==> config.mk <==
export PLATFORM = sky130hd
export DESIGN_NAME = sn7474_ctrl
export DESIGN_NICKNAME = d
export VERILOG_FILES = /design/src/rtl/sn7474_ctrl_pkg.sv /design/src/rtl/sn7474_ctrl_rr_arb2.sv /design/src/rtl/sn7474_ctrl.sv
export SDC_FILE = /design/constraint.sdc
export NUM_CORES = 1
export LEC_CHECK = 0
export CAP_MARGIN = 40
export CORE_MARGIN = 8
export CORE_UTILIZATION = 40
export DETAILED_ROUTE_END_ITERATION = 7
export PLACE_DENSITY = 0.83
export SLEW_MARGIN = 20
export SYNTH_ARGS = -nofsm -noshare
export SYNTH_HDL_FRONTEND = slang
export SYNTH_HIERARCHICAL = 1
export SYNTH_SLANG_ARGS = --single-unit
==> constraint.sdc <==
create_clock -name clk -period 5.6 [get_ports clk]
set_input_delay 1.4 -clock clk [delete_from_list [all_inputs] [get_ports clk]]
set_output_delay 1.4 -clock clk [all_outputs]
set_load 0.005 [all_outputs]
==> src/rtl/sn7474_ctrl_pkg.sv <==
`default_nettype none
// ============================================================================
// Module   : sn7474_ctrl_pkg
// Purpose  : Shared command, state and requester encodings for sn7474_ctrl.
// Revision : 1.0 - initial release
// ============================================================================
package sn7474_ctrl_pkg;

    localparam logic [1:0] CMD_LOAD   = 2'b00;
    localparam logic [1:0] CMD_PRESET = 2'b01;
    localparam logic [1:0] CMD_CLEAR  = 2'b10;
    localparam logic [1:0] CMD_READ   = 2'b11;

    localparam logic REQ_A = 1'b0;
    localparam logic REQ_B = 1'b1;

    typedef enum logic [2:0] {
        ST_IDLE   = 3'd0,
        ST_SETUP  = 3'd1,
        ST_HIGH   = 3'd2,
        ST_LOW    = 3'd3,
        ST_PULSE  = 3'd4,
        ST_SETTLE = 3'd5,
        ST_DONE   = 3'd6
    } state_t;

    // Q the flip-flop should show once a command has completed (READ unused).
    function automatic logic expected_q(input logic [1:0] cmd, input logic data);
        case (cmd)
            CMD_LOAD:   return data;
            CMD_PRESET: return 1'b1;
            default:    return 1'b0;
        endcase
    endfunction

endpackage
`default_nettype wire

==> src/rtl/sn7474_ctrl_rr_arb2.sv <==
`default_nettype none
// ============================================================================
// Module   : rr_arb2
// Purpose  : Two-input round-robin arbiter; last-grant register starts at B.
// Revision : 1.0 - initial release
// ============================================================================
module rr_arb2 (
    input  logic clk,
    input  logic rst,
    input  logic en,
    input  logic req_a,
    input  logic req_b,
    input  logic update,
    output logic grant_a,
    output logic grant_b
);
    import sn7474_ctrl_pkg::*;

    logic r_last;

    // On a tie the requester that did not win last time gets the grant.
    assign grant_a = en & req_a & (~req_b | (r_last == REQ_B));
    assign grant_b = en & req_b & (~req_a | (r_last == REQ_A));

    always_ff @(posedge clk) begin
        if (rst) begin
            r_last <= REQ_B;
        end else if (update) begin
            r_last <= grant_b ? REQ_B : REQ_A;
        end
    end

endmodule
`default_nettype wire

==> src/rtl/sn7474_ctrl.sv <==
`default_nettype none
// ============================================================================
// Module   : sn7474_ctrl
// Purpose  : Pin-level sequencer for one sn7474 dual D flip-flop with
//            round-robin command arbitration and a response self-check.
//            Optional macro SN7474_CTRL_STATS_EN builds the stat counters.
// Revision : 1.0 - initial release
// ============================================================================
module sn7474_ctrl #(
    parameter int T_SETUP  = 3,
    parameter int T_HIGH   = 6,
    parameter int T_LOW    = 3,
    parameter int T_PULSE  = 1,
    parameter int T_SETTLE = 1,
    parameter int CNT_W    = 4
) (
    input  logic        clk,
    input  logic        rst,
    input  logic        a_valid,
    output logic        a_ready,
    input  logic [1:0]  a_cmd,
    input  logic        a_chan,
    input  logic        a_data,
    input  logic        b_valid,
    output logic        b_ready,
    input  logic [1:0]  b_cmd,
    input  logic        b_chan,
    input  logic        b_data,
    output logic        rsp_valid,
    output logic        rsp_id,
    output logic        rsp_q,
    output logic        rsp_err,
    output logic        P1,
    output logic        P2,
    output logic        P3,
    output logic        P4,
    input  logic        P5,
    input  logic        P6,
    input  logic        P8,
    input  logic        P9,
    output logic        P10,
    output logic        P11,
    output logic        P12,
    output logic        P13,
    output logic [15:0] stat_cmds,
    output logic [15:0] stat_errs
);
    import sn7474_ctrl_pkg::*;

    state_t           r_state, w_next;
    logic [CNT_W-1:0] r_cnt;
    logic [1:0]       r_cmd;
    logic             r_chan, r_data, r_id;
    logic [1:0]       r_clk, r_d, r_pre_n, r_clr_n;
    logic             r_rsp_valid, r_rsp_id, r_rsp_q, r_rsp_err;

    logic             w_grant_a, w_grant_b, w_accept, w_cnt_done;
    logic [1:0]       w_cmd_in, w_cmd_sel, w_chan_oh;
    logic             w_chan_in, w_data_in, w_chan_sel;
    logic             w_q, w_qb, w_err;

    function automatic logic [CNT_W-1:0] phase_init(input state_t s);
        case (s)
            ST_SETUP:  return CNT_W'(T_SETUP - 1);
            ST_HIGH:   return CNT_W'(T_HIGH - 1);
            ST_LOW:    return CNT_W'(T_LOW - 1);
            ST_PULSE:  return CNT_W'(T_PULSE - 1);
            ST_SETTLE: return CNT_W'(T_SETTLE - 1);
            default:   return '0;
        endcase
    endfunction

    rr_arb2 u_arb (
        .clk     (clk),
        .rst     (rst),
        .en      ((r_state == ST_IDLE) && !rst),
        .req_a   (a_valid),
        .req_b   (b_valid),
        .update  (w_accept),
        .grant_a (w_grant_a),
        .grant_b (w_grant_b)
    );

    assign a_ready   = w_grant_a;
    assign b_ready   = w_grant_b;
    assign w_accept  = w_grant_a | w_grant_b;
    assign w_cmd_in  = w_grant_b ? b_cmd  : a_cmd;
    assign w_chan_in = w_grant_b ? b_chan : a_chan;
    assign w_data_in = w_grant_b ? b_data : a_data;

    // Pin decode looks at the command taking effect next cycle, including one
    // being accepted right now, so PRE_n/CLR_n drop on the edge after accept.
    assign w_cmd_sel  = w_accept ? w_cmd_in  : r_cmd;
    assign w_chan_sel = w_accept ? w_chan_in : r_chan;
    assign w_chan_oh  = w_chan_sel ? 2'b10 : 2'b01;
    assign w_cnt_done = (r_cnt == '0);

    always_comb begin
        w_next = r_state;
        case (r_state)
            ST_IDLE: begin
                if (w_accept) begin
                    case (w_cmd_in)
                        CMD_LOAD:   w_next = ST_SETUP;
                        CMD_PRESET,
                        CMD_CLEAR:  w_next = ST_PULSE;
                        default:    w_next = ST_SETTLE;
                    endcase
                end
            end
            ST_SETUP:  if (w_cnt_done) w_next = ST_HIGH;
            ST_HIGH:   if (w_cnt_done) w_next = ST_LOW;
            ST_LOW:    if (w_cnt_done) w_next = ST_SETTLE;
            ST_PULSE:  if (w_cnt_done) w_next = ST_SETTLE;
            ST_SETTLE: if (w_cnt_done) w_next = ST_DONE;
            default:   w_next = ST_IDLE;
        endcase
    end

    // Self-check: unknown Q, non-complementary outputs, or a wrong Q value.
    assign w_q   = r_chan ? P9 : P5;
    assign w_qb  = r_chan ? P8 : P6;
    assign w_err = ((w_q !== 1'b0) && (w_q !== 1'b1)) ||
                   (w_qb !== ~w_q) ||
                   ((r_cmd != CMD_READ) && (w_q !== expected_q(r_cmd, r_data)));

    always_ff @(posedge clk) begin
        if (rst) begin
            r_state     <= ST_IDLE;
            r_cnt       <= '0;
            r_cmd       <= CMD_LOAD;
            r_chan      <= 1'b0;
            r_data      <= 1'b0;
            r_id        <= REQ_A;
            r_clk       <= 2'b00;
            r_d         <= 2'b00;
            r_pre_n     <= 2'b11;
            r_clr_n     <= 2'b11;
            r_rsp_valid <= 1'b0;
            r_rsp_id    <= 1'b0;
            r_rsp_q     <= 1'b0;
            r_rsp_err   <= 1'b0;
        end else begin
            r_state <= w_next;
            if (w_next != r_state) begin
                r_cnt <= phase_init(w_next);
            end else if (!w_cnt_done) begin
                r_cnt <= r_cnt - CNT_W'(1);
            end

            if (w_accept) begin
                r_cmd  <= w_cmd_in;
                r_chan <= w_chan_in;
                r_data <= w_data_in;
                r_id   <= w_grant_b;
                if (w_cmd_in == CMD_LOAD) begin
                    r_d[w_chan_in] <= w_data_in;
                end
            end

            r_clk   <= (w_next == ST_HIGH) ? w_chan_oh : 2'b00;
            r_pre_n <= ~(((w_next == ST_PULSE) && (w_cmd_sel == CMD_PRESET)) ? w_chan_oh : 2'b00);
            r_clr_n <= ~(((w_next == ST_PULSE) && (w_cmd_sel == CMD_CLEAR))  ? w_chan_oh : 2'b00);

            r_rsp_valid <= (r_state == ST_DONE);
            r_rsp_id    <= (r_state == ST_DONE) ? r_id  : 1'b0;
            r_rsp_q     <= (r_state == ST_DONE) ? w_q   : 1'b0;
            r_rsp_err   <= (r_state == ST_DONE) ? w_err : 1'b0;
        end
    end

    assign rsp_valid = r_rsp_valid;
    assign rsp_id    = r_rsp_id;
    assign rsp_q     = r_rsp_q;
    assign rsp_err   = r_rsp_err;

    assign P1  = r_clr_n[0];
    assign P2  = r_d[0];
    assign P3  = r_clk[0];
    assign P4  = r_pre_n[0];
    assign P10 = r_pre_n[1];
    assign P11 = r_clk[1];
    assign P12 = r_d[1];
    assign P13 = r_clr_n[1];

`ifdef SN7474_CTRL_STATS_EN
    logic [15:0] r_stat_cmds, r_stat_errs;

    // Counted on the DONE edge so the totals move together with rsp_valid.
    always_ff @(posedge clk) begin
        if (rst) begin
            r_stat_cmds <= '0;
            r_stat_errs <= '0;
        end else if (r_state == ST_DONE) begin
            if (r_stat_cmds != 16'hFFFF) r_stat_cmds <= r_stat_cmds + 16'd1;
            if (w_err && (r_stat_errs != 16'hFFFF)) r_stat_errs <= r_stat_errs + 16'd1;
        end
    end

    assign stat_cmds = r_stat_cmds;
    assign stat_errs = r_stat_errs;
`else
    assign stat_cmds = '0;
    assign stat_errs = '0;
`endif

endmodule
`default_nettype wire

# --- Word-level counts from Yosys, hierarchy flattened ---
# Cells that the tools add are included.
word_totals:
  regBits: 25
  in_bits: 16
  output_inout_bits: 46
  elab_cells: 99
classes:
  addsub: 1
  n_lt_le_gt_ge: 2
  eq_ne: 22
  muxes: 25
  bitwise: 15
  n_reduce_logical: 19
ops:
  columns: ["cell", "count"]
  rows:
  - ["$mux 3", 5]
  - ["$pmux 3 s5", 1]
  - ["$eq 3x2->1 const B", 4]
  - ["$eq 3x3->1 const B", 4]
  - ["$pmux 3 s2", 2]
  - ["$mux 2", 5]
  - ["$reduce_or 2->1", 5]
  - ["$mux 4", 2]
  - ["$mux 1", 7]
  - ["$eq 2x1->1 const B", 3]
  - ["$eq 3x1->1 const B", 2]
  - ["$logic_and 1x1->1", 6]
  - ["$not 1->1", 6]
  - ["$and 1x1->1", 4]
  - ["$eq 2x2->1 const B", 2]
  - ["$logic_not 2->1", 2]
  - ["$logic_not 4->1", 1]
  - ["$not 2->2", 2]
  - ["$sub 4x1->4 const B", 1]
  - ["$logic_not 3->1", 1]
  - ["$ne 3x3->1", 1]
  - ["$or 1x1->1", 3]
  - ["$bwmux 2", 1]
  - ["$logic_or 1x1->1", 2]
  - ["10 further kinds", 12]

# --- Logic depth before layout (Yosys ltp) ---
depth:
  ltp_word: 14
  depth_mapped: 12
  mapped_depth_nobuf: 9

# --- By module ---
# Netlist, hierarchy kept.
by_module_without_submodules:
  columns: ["module", "n_inst", "cells_each", "area_each_um2"]
  rows:
  - ["sn7474_ctrl", 1, 168, 1466.4]
  - ["rr_arb2", 1, 9, 65.1]

# --- Worst setup path after synthesis ---
# Ideal clock, no wire load.
synth_timing:
  path_kind: "input-to-reg"
  from: "in rst"
  to: "reg r_cnt[2]"
  t_arrival_ns: 3.892
  setup_slack_ns: 1.624
  cell_stages: 12
  path_buffers: 3
  cell_sequence: "clkbuf_1 > buf_1 > nor4_1 > and2_1 > and2_1 > buf_2 > mux2i_1 > ha_1 > a2bb2oi_1 > or3_1 > a31o_1 > o31ai_2"
synth_via:
  elab_chain_len: 14
  word_cells_on_any_way: 23
  cone_classes: "7 x eq/ne; 6 x mux; 5 x bitwise; 5 x reduce/logical"
synth_rtl:
  columns: ["element", "line", "text"]
  rows:
  - ["start, declared", "sn7474_ctrl.sv:18", "input logic rst,"]
  - ["$logic_not 1->1 (*)", "sn7474_ctrl.sv:76", ".en ((r_state == ST_IDLE) && !rst),"]
  - ["$logic_and 1x1->1 (*)", "sn7474_ctrl.sv:76", null]
  - ["$and 1x1->1 (*) (2 in series)", "sn7474_ctrl_rr_arb2.sv:23", "assign grant_b = en & req_b & (~req_a | (r_last == REQ_A));"]
  - ["named net b_ready", "sn7474_ctrl.sv:25", "output logic b_ready,"]
  - ["$mux 2", "sn7474_ctrl.sv:87", "assign w_cmd_in = w_grant_b ? b_cmd : a_cmd;"]
  - ["$eq 2x1->1 / $eq 2x2->1 (equally long branches)", "sn7474_ctrl.sv:103", "case (w_cmd_in)"]
  - ["$reduce_or 2->1", "sn7474_ctrl.sv:103", null]
  - ["$pmux 3 s2", "sn7474_ctrl.sv:103", null]
  - ["$mux 3 (*)", "sn7474_ctrl.sv:102", "if (w_accept) begin"]
  - ["$pmux 3 s5 (*)", "sn7474_ctrl.sv:100", "case (r_state)"]
  - ["$eq 3x2->1 / $eq 3x1->1 (equally long branches)", "sn7474_ctrl.sv:63", "case (s)"]
  - ["$reduce_or 2->1 (no line)", null, null]
  - ["$pmux 3 s2", "sn7474_ctrl.sv:63", null]
  - ["$mux 4", "sn7474_ctrl.sv:145", "if (w_next != r_state) begin"]
  - ["end signal, assigned", "sn7474_ctrl.sv:146", "r_cnt <= phase_init(w_next);"]
  - ["end signal, assigned", "sn7474_ctrl.sv:148", "r_cnt <= r_cnt - CNT_W'(1);"]
  - ["end, declared", "sn7474_ctrl.sv:51", "logic [CNT_W-1:0] r_cnt;"]
# The timed path passes the listed nets; every way through them passes the cells marked *.
# A chain may end at the register's enable or synchronous reset.

# --- Final worst setup path ---
layout_timing:
  from: "in rst"
  to: "out a_ready"
layout_via:
  elab_chain_len: 4
layout_rtl:
  columns: ["element", "line", "text"]
  rows:
  - ["$logic_not 1->1", "sn7474_ctrl.sv:76", null]
  - ["$logic_and 1x1->1", "sn7474_ctrl.sv:76", null]
  - ["$and 1x1->1 (2 in series)", "sn7474_ctrl_rr_arb2.sv:22", "assign grant_a = en & req_a & (~req_b | (r_last == REQ_B));"]
  - ["end, declared", "sn7474_ctrl.sv:20", "output logic a_ready,"]
# No other way between the ends.

==> impl_metrics.tcl <==
set metrics [dict create \
    outcome "completed" \
    r2r_cells 10 \
    leakagePower_nw 0.708 \
    cts_tree "yes" \
    gp_congestion 0.831 \
    p_clk_share_pct 16.3 \
    hold_viol 0 \
    worst_r2r_endpoint "r_cnt[2]$_SDFFE_PP0P_" \
    rsz0062_at_grt "false" \
    post-cts-setup-buffer-count 0 \
    io_pins 62 \
    hold_class "reg -> reg" \
    wl_per_cell_um 12.4 \
    swShare_pct 38.9 \
    drtIter0Drc 28 \
    grt.total_usage_pct 10.3 \
    die-area_mm2 0.00606 \
    yosysSeqAreaShare_pct 32.7 \
    setup_tns_ns 0 \
    synthTopCellsByArea "dfxtp_1 (33%), buf_4 (16%), mux2i_1 (5.2%)" \
    start_util_pct 41.8 \
    clk_pin_slew_ns 0.09 \
    cts_sinks 25 \
    async_reset_ff_share_pct 0 \
    final_antenna_net_count 0 \
    grt_pass1_wl_um 5180 \
    regToRegStartpoint "r_state[1]$_SDFF_PP0_" \
    p_seq_share_pct 36.8 \
    netlist.top_cell.by_area "dfxtp_1" \
    nets 225 \
    core_mm2 0.00366 \
    first_global_vias 1121 \
    worstPathMaxFanout 20 \
    end_kind "output pin" \
    cp.required_ns 4.20 \
    netlist_area_mm2 0.00153 \
    cts_resized 0 \
    port_buffers 29 \
    layout_min_cycle_time_ns 4.60 \
    setup_viol_count_final 0 \
    cts_root_buffer "clkbuf_8" \
    h-tree-depth 1 \
    vias_per_cell 4.65 \
    maxSlewHeadroom_pct 66.0 \
    yosys_warnings 6 \
    dr.pass1.iters 4 \
    regArea_um2 500 \
    cp.arrival_ns 3.20 \
    fillers 364 \
    multi_input_area_um2 842 \
    die_y_um 77.9 \
    synth_cell_types 46 \
    drt-total-wl_um 3130 \
    timing.fmax_ghz 0.217 \
    numCtsBuffers 3 \
    avgSynthCellArea_um2 8.65 \
    cp-endpoint "a_ready" \
    fin_util_pct 48.9 \
    cts_buffer_depth 2 \
    start_kind "primary input" \
    worst_clock_skew_ns 0.00218 \
    drv_slew 0 \
    synth_edf_count 0 \
    vias 1177 \
    p_per_area_mw_per_mm2 382 \
    grt_max_degree 21 \
    power.switching_mw 0.266 \
    critPathLaunch "rst" \
    reg2reg_slack_ns 2.75 \
    yosysMostFrequentCell "buf_4" \
    row_count 22 \
    ys_ff_latch 25 \
    clock_latency_ns 0.28 \
    cts_hold_buf 0 \
    dp_hpwl_um 2520 \
    tightest_slew_ns 0.508 \
    power.share.combinational_pct 47.0 \
    p_int_mw 0.418 \
    synth_cells 177 \
    drc_errors 0 \
    drv_cap 0 \
    synth_flop_cell "dfxtp_1" \
    period_share_pct 82.2 \
    diodes 0 \
    synthTopCellsByCount "buf_4 (33), dfxtp_1 (25), nor2_1 (17)" \
    die_x_um 77.9 \
    critPathKind "in -> out" \
    drive_gt1_share_pct 8.78 \
    synth_top_area_share_pct 32.7 \
    ir_worst_vdd_mv 0.209 \
    gr-total-overflow 0 \
    antenna_found_initial 0 \
    areaGrowthSynthToFinish_pct 16.9 \
]
## registers in the layout, indices dropped and copies added, names as in the netlist
| register | count |
|---|---|
| rsp_err | 1 |
| u_arb/r_last | 1 |
| r_cnt | 4 |
| r_state | 3 |
| r_clk | 2 |
| rsp_q | 1 |
| r_chan | 1 |
| r_id | 1 |
| rsp_id | 1 |
| r_d | 2 |
| r_cmd | 2 |
| rsp_valid | 1 |
| r_data | 1 |
| r_clr_n | 2 |
| r_pre_n | 2 |
## routing by layer
| metal | vias up | part of all wire [%] | track usage [%] |
|---|---|---|---|
| met1 | 526 | 43 | 11.8 |
| met3 | 5 | 6.7 | 2.88 |
| met4 | 0 | 1.6 | 5.09 |
| met2 | 47 | 49 | 17.1 |
| met5 | - | 0 | 0 |
| li1 | 599 | - | - |
## final cells by class
class,count,area share (%)
clock buffer,3,2.31
clock inverter,1,0.419
inverter,7,1.47
multi-input combinational,137,47.0
sequential,25,28.0
tap,48,3.35
timing repair buffer,32,17.5
## layout by cell type (no fill, tap or decap), types with 2 or more instances in the layout
cell / instances
o21ai_0: 4
nand3b_1: 2
nor4b_1: 3
nor4_1: 2
a32oi_1: 2
nand3_1: 2
conb_1: 32
a21oi_1: 7
nor3_1: 4
nand2_1: 10
nor2b_1: 4
a221oi_1: 2
o21bai_1: 2
and2_1: 3
nor2_1: 17
a21boi_0: 2
inv_1: 7
ha_1: 3
dfxtp_1: 25
buf_4: 3
mux2_2: 4
clkdlybuf4s50_1: 29
nor3b_1: 2
mux2i_1: 8
clkbuf_8: 3
or3_1: 3
xnor2_1: 2
## power groups by stage
stage | registers (mW) | clock network (mW) | logic [mW]
3_5_place_dp | 0.255 | 0 | 0.319
6_report | 0.252 | 0.111 | 0.321
2_1_floorplan | 0.232 | 0 | 0.289
5_1_grt | 0.259 | 0.122 | 0.356
3_3_place_gp | 0.255 | 0 | 0.311
4_1_cts | 0.251 | 0.113 | 0.321
## stage by stage
step           power (mW)  hold WS (ns)  cell area (um^2)  cells  setup WS, ns
2_1_floorplan       0.521         0.430              1650    208          1.62
3_3_place_gp        0.566         0.460              1740    249          1.06
3_5_place_dp        0.574         0.467              1740    249         0.995
4_1_cts             0.685         0.488              1790    253         0.986
5_1_grt             0.737         0.506              1790    253         0.929
6_report            0.685         0.482              1790    253         0.997
## how the worst min path moves through the flow
stage,end,depth (start not counted),startpoint
2_1_floorplan,rsp_id$_SDFF_PP0_,1,r_id$_SDFFE_PP0N_
4_1_cts,rsp_id$_SDFF_PP0_,1,r_id$_SDFFE_PP0N_
6_report,rsp_id$_SDFF_PP0_,1,r_id$_SDFFE_PP0N_
5_1_grt,rsp_id$_SDFF_PP0_,1,r_id$_SDFFE_PP0N_
3_3_place_gp,rsp_id$_SDFF_PP0_,1,r_id$_SDFFE_PP0N_
3_5_place_dp,rsp_id$_SDFF_PP0_,1,r_id$_SDFFE_PP0N_
## critical path, stage by stage
cell	delay, ns
clkdlybuf4s50_1	0.40
buf_4	0.20
nor4_1	0.27
nand2_1	0.09
a21oi_1	0.12
buf_4	0.20
clkdlybuf4s50_1	0.52
## kinds of logic after synthesis
group                    synth area share (%)
AND/OR/NAND/NOR                          21.7
multiplexers                             9.15
XOR/XNOR                                 1.14
AO/OA/AOI/OAI                            12.7
other                                   0.245
flip-flops                               32.7
adder cells (fa/ha/maj)                  2.45
buffers and inverters                    19.9
Note: power is estimated with default switching activity, not from simulation.
